[src/rtl/instr_pkg.sv]
// rtl/instr_pkg.sv - shared widths and instruction record for the issue queue
`ifndef REG_WIDTH
`define REG_WIDTH 5
`endif
`ifndef OP_WIDTH
`define OP_WIDTH 7
`endif

package instr_pkg;
  localparam int REG_WIDTH = `REG_WIDTH;
  localparam int OP_WIDTH  = `OP_WIDTH;
  localparam int NUM_REGS  = 2 ** REG_WIDTH;

  typedef struct packed {
    logic [REG_WIDTH-1:0] rs0;
    logic [REG_WIDTH-1:0] rs1;
    logic [REG_WIDTH-1:0] rd;
    logic [OP_WIDTH-1:0]  opcode;
  } instr_t;
endpackage

[src/rtl/instr_fifo.sv]
// rtl/instr_fifo.sv - in-order instruction FIFO with combinational head view
module instr_fifo
  import instr_pkg::*;
#(
  parameter int DEPTH = 4
) (
  input  logic                     clk,
  input  logic                     reset,
  input  logic                     push,
  input  logic                     pop,
  input  instr_t                   push_data,
  output instr_t                   head,
  output logic [$clog2(DEPTH):0]   count,
  output logic                     full,
  output logic                     empty
);
  localparam int PW = $clog2(DEPTH);
  localparam int CW = PW + 1;

  instr_t        mem_q [DEPTH];
  logic [PW-1:0] wr_ptr_q, rd_ptr_q;
  logic [CW-1:0] count_q;

  // Storage carries no reset; validity is tracked by pointers and count only.
  always_ff @(posedge clk) begin
    if (push) mem_q[wr_ptr_q] <= push_data;
  end

  always_ff @(posedge clk or posedge reset) begin
    if (reset) begin
      wr_ptr_q <= '0;
      rd_ptr_q <= '0;
      count_q  <= '0;
    end else begin
      if (push) wr_ptr_q <= wr_ptr_q + PW'(1);
      if (pop)  rd_ptr_q <= rd_ptr_q + PW'(1);
      case ({push, pop})
        2'b10:   count_q <= count_q + CW'(1);
        2'b01:   count_q <= count_q - CW'(1);
        default: count_q <= count_q;
      endcase
    end
  end

  assign head  = mem_q[rd_ptr_q];
  assign count = count_q;
  assign full  = (count_q == CW'(DEPTH));
  assign empty = (count_q == '0);
endmodule

[src/rtl/instr_issue_queue.sv]
// rtl/instr_issue_queue.sv - in-order issue queue with register scoreboard
module instr_issue_queue #(
  parameter int REG_WIDTH = instr_pkg::REG_WIDTH,
  parameter int OP_WIDTH  = instr_pkg::OP_WIDTH,
  parameter int DEPTH     = 4
) (
  input  logic                    clk,
  input  logic                    reset,
  input  logic                    in_valid,
  input  logic [REG_WIDTH-1:0]    in_rs0,
  input  logic [REG_WIDTH-1:0]    in_rs1,
  input  logic [REG_WIDTH-1:0]    in_rd,
  input  logic [OP_WIDTH-1:0]     in_opcode,
  output logic                    out_valid,
  input  logic                    out_ready,
  output logic [REG_WIDTH-1:0]    out_rs0,
  output logic [REG_WIDTH-1:0]    out_rs1,
  output logic [REG_WIDTH-1:0]    out_rd,
  output logic [OP_WIDTH-1:0]     out_opcode,
  input  logic                    wb_valid,
  input  logic [REG_WIDTH-1:0]    wb_rd,
  output logic [$clog2(DEPTH):0]  count,
  output logic                    stall,
  output logic                    overflow
);
  import instr_pkg::*;

  localparam int NREG = 2 ** REG_WIDTH;

  instr_t            in_instr, head;
  logic              full, empty, hazard, fire, push;
  logic [NREG-1:0]   busy_q, busy_d;
  logic              overflow_q, overflow_d;

  assign in_instr = '{rs0: in_rs0, rs1: in_rs1, rd: in_rd, opcode: in_opcode};

  // Only the registered busy vector is consulted; writebacks are not bypassed.
  assign hazard    = busy_q[head.rs0] | busy_q[head.rs1] | busy_q[head.rd];
  assign out_valid = !empty && !hazard;
  assign stall     = !empty && hazard;
  assign fire      = out_valid && out_ready;
  assign push      = in_valid && (!full || fire);

  instr_fifo #(.DEPTH(DEPTH)) u_fifo (
    .clk       (clk),
    .reset     (reset),
    .push      (push),
    .pop       (fire),
    .push_data (in_instr),
    .head      (head),
    .count     (count),
    .full      (full),
    .empty     (empty)
  );

  // Clear first so a same-cycle issue to the same register wins.
  always_comb begin
    busy_d = busy_q;
    if (wb_valid) busy_d[wb_rd] = 1'b0;
    if (fire && (head.rd != '0)) busy_d[head.rd] = 1'b1;
    busy_d[0] = 1'b0;
    overflow_d = overflow_q | (in_valid && full && !fire);
  end

  always_ff @(posedge clk or posedge reset) begin
    if (reset) begin
      busy_q     <= '0;
      overflow_q <= 1'b0;
    end else begin
      busy_q     <= busy_d;
      overflow_q <= overflow_d;
    end
  end

  assign overflow   = overflow_q;
  assign out_rs0    = head.rs0;
  assign out_rs1    = head.rs1;
  assign out_rd     = head.rd;
  assign out_opcode = head.opcode;
endmodule

[config.mk]
export PLATFORM = sky130hd
export DESIGN_NAME = instr_issue_queue
export DESIGN_NICKNAME = d
export VERILOG_FILES = /design/src/rtl/instr_pkg.sv /design/src/rtl/instr_fifo.sv /design/src/rtl/instr_issue_queue.sv
export SDC_FILE = /design/constraint.sdc
export NUM_CORES = 1
export LEC_CHECK = 0
export BUFFER_PORTS_ARGS = -buffer_cell sky130_fd_sc_hd__buf_4
export CAP_MARGIN = 10
export CELL_PAD_IN_SITES_DETAIL_PLACEMENT = 1
export CELL_PAD_IN_SITES_GLOBAL_PLACEMENT = 2
export CORE_MARGIN = 8
export CORE_UTILIZATION = 45
export CTS_CLUSTER_DIAMETER = 80
export DETAILED_ROUTE_END_ITERATION = 8
export PLACE_DENSITY = 0.95
export SYNTH_ARGS = -nofsm -noshare
export SYNTH_HDL_FRONTEND = slang
export SYNTH_SLANG_ARGS = --single-unit
[constraint.sdc]
create_clock -name clk -period 10.9 [get_ports clk]
set_input_delay 0.545 -clock clk [delete_from_list [all_inputs] [get_ports clk]]
set_output_delay 0.545 -clock clk [all_outputs]
set_load 0.01 [all_outputs]
==> summary.txt <==
maximum clock rate - 0.1976 GHz
Total Routed Length - 16.66 mm
clock share of power - 0.225
Final setup violation count - 0
Total Routing Usage GR - 0.1932
depth of the CTS H-tree - 4
initial antenna violation count - 0
Tightest Hold Check Type - input port to asynchronous set/reset pin
Final ANT Viol Nets - 0
reg2reg end - u_fifo.mem_q[0][21]
Area Growth Syn to Fin - 17.87%
Nets - 532
FF/Latch Area - 3618 sq um
placed cells - 656
gp weighted congestion - 0.8210
PwrDens - 335.9 nW/um^2
top cell type's share of synthesized area - 0.4260
worst ir drop on vdd - 0.0002745 V
sequential area share after synthesis - 0.5833
final cell count without fillers - 688
Max Slew Vio Count - 0
fill cell total of the finished layout - 1,373
Root Buffer Master - clkbuf_16
Startpoint Class - flip-flop
# diodes - 0
Post-synth ARST share - 0.3071
sw power - 0.001024 W
number of port buffers - 59
Starting Density - 0.4539
syn nets - 471
combinational power share - 0.461
Detailed Routing Iterations Pass 1 - 5
leading cell type in the layout, fill and taps excluded - edfxtp_1
CP Data Required Time - 10.94 ns
RSZ-0062 raised after global routing - false
final hold viol count - 0
Syn Area/Cell - 14.29 sq um
CTS tree - yes
Final WS setup - 5.840 ns
crit path DAT - 5.10 ns
slew margin rel. - 0.2156
unique cell type count in the Yosys netlist - 56
Synth Instances - 434
crit path max fanout - 22
Clock Skew - 0.01203 ns
clk sink count - 127
largest net degree at the start of global routing - 40
kind of end point of the critical path - flip-flop
die width - 133.4 microns
PostCTS Resize Cnt - 0
hold slack - 0.2394 ns
Reg power frac - 0.314
dpl hpwl - 11.33 mm
Routed wire per std cell - 24.21 microns
Setup TNS - 0 ns
setup bufs post-CTS - 0
core area - 13,670 sq um
Clock Path Buffers - 2
most frequent cells in the layout - edfxtp_1, buf_4, mux2i_1, dfrtp_1, o21ai_0
# DRC - 0
Skew-Pair Late Insertion Delay - 0.43 ns
minimum clock period - 5.060 ns
via count - 4,175
Int Pwr - 0.001432 W
period utilization - 0.4642
Post-synth top flop - edfxtp_1
via density per instance - 6.068
WS Path Type - flip-flop to flip-flop
r2r setup slk - 5.84 ns
CTS Buf Count - 17
Worst Tran Pin Value - 1.144 ns
Reg2Reg Depth - 9
Rows - 43
Final Util - 0.5351
area leader, netlist - edfxtp_1
Sw Share - 0.4168
GRT overflow - 0
number of synthesized register bits - 127
vias in the first global route - 4,593
leakage power - 2.742 nW
first-pass GRT wire length - 26.02 mm
area of the multi-input gates - 2396 sq um
hold_buf cts - 0
status - complete, no violations
Synth Warn # - 0
initial DRC count - 312
chip height - 133.4 microns
Synth Cell Area - 6203 sq um
Setup WS pre-CTS - 5.957 ns
worst r2r src - u_fifo.rd_ptr_q[0]
max cap viols - 0
synth top area cells - edfxtp_1, dfrtp_1, mux4_2
number of synthesized flops with an enable pin - 88
ratio of cells with drive above 1 in the final layout - 0.2697
die area - 17,800 sq um
Clk pin slew, worst setup/hold paths - 0.06 ns
Ports - 60
## kinds of logic after synthesis
| family | after synthesis | share of synthesized area |
|---|---|---|
| xor+xnor | 2 | 0.002824 |
| compound gates | 105 | 0.1176 |
| flops | 127 | 0.5833 |
| simple gates | 84 | 0.07624 |
| buf+inv | 29 | 0.03045 |
| fa+ha+maj | 5 | 0.01130 |
| mux | 82 | 0.1783 |
## critical path: stages, from the launching register on
cell and delay (ns):
dfrtp_1 0.72, buf_4 0.41, mux2i_1 0.98, inv_2 0.17, nand3_1 0.15, a31oi_1 0.14, nor4_1 0.39, nand4_1 0.30
nor2_1 0.47, o211a_1 0.93
## final cells by class
cell class / instances / area share
sequential: 127 / 0.4949
multi-input combinational: 278 / 0.3277
inverter: 9 / 0.004620
tap: 180 / 0.03080
clock inverter: 15 / 0.02019
timing repair buffer: 62 / 0.06366
clock buffer: 17 / 0.05818
## power groups by stage
stage | sequential, W | clock, W | combinational (W)
after floorplan | 0.000722 | 0 | 0.000831
after global placement | 0.000768 | 0 | 0.00107
after detailed placement | 0.000777 | 0 | 0.00111
after CTS | 0.000772 | 0.000561 | 0.00113
after global routing | 0.000783 | 0.000574 | 0.00122
final | 0.000772 | 0.000553 | 0.00113
## layer usage
| layer | share of wire | vias to the layer above | track usage |
|---|---|---|---|
| met5 | 0 | - | 0 |
| met4 | 0.027 | 0 | 0.08858 |
| met3 | 0.047 | 39 | 0.05045 |
| met2 | 0.52 | 130 | 0.3290 |
| met1 | 0.41 | 2143 | 0.2237 |
| li1 | - | 1863 | - |
## through the flow
step / power [W] / area, sq um
global placement: 0.001834 / 6739
CTS: 0.002464 / 7312
detailed placement: 0.001889 / 6739
finish: 0.002456 / 7312
floorplan: 0.001553 / 6203
global route: 0.002580 / 7312
## synth_stat cells, drive strengths merged (2+ instances only)
cell type / n
mux2: 15
nand4: 4
a31oi: 2
dfrtp: 39
or3: 2
o21ai: 35
nand3: 12
inv: 9
a22oi: 7
o22ai: 6
a21oi: 3
nand3b: 8
xnor2: 2
nor3: 2
or3b: 4
a211oi: 3
ha: 4
o311ai: 3
nor2: 13
mux4: 21
edfxtp: 88
o211a: 4
o31ai: 31
nor4: 2
nand2: 16
and3: 2
mux2i: 46
buf: 19
nor2b: 11
nand2b: 5
## state kept, by name (all words and copies together) (netlist names)
register / cells
u_fifo.rd_ptr_q: 2
busy_q: 31
u_fifo.count: 3
overflow: 1
u_fifo.wr_ptr_q: 2
u_fifo.mem_q: 88
## worst max path at each step
stage / startpoint / end / slack, ns / cells after the start
final: u_fifo.rd_ptr_q[0] / u_fifo.mem_q[0][21] / 5.84 / 9
after global routing: u_fifo.rd_ptr_q[0] / u_fifo.mem_q[1][18] / 5.48 / 9
after CTS: u_fifo.rd_ptr_q[0] / u_fifo.mem_q[0][17] / 5.84 / 9
after detailed placement: u_fifo.rd_ptr_q[0] / u_fifo.mem_q[1][20] / 5.96 / 9
after global placement: u_fifo.rd_ptr_q[0] / u_fifo.mem_q[0][20] / 6.16 / 9
after floorplan: u_fifo.rd_ptr_q[0] / u_fifo.count[2] / 7.44 / 14
(Power assumes the default switching activity.)
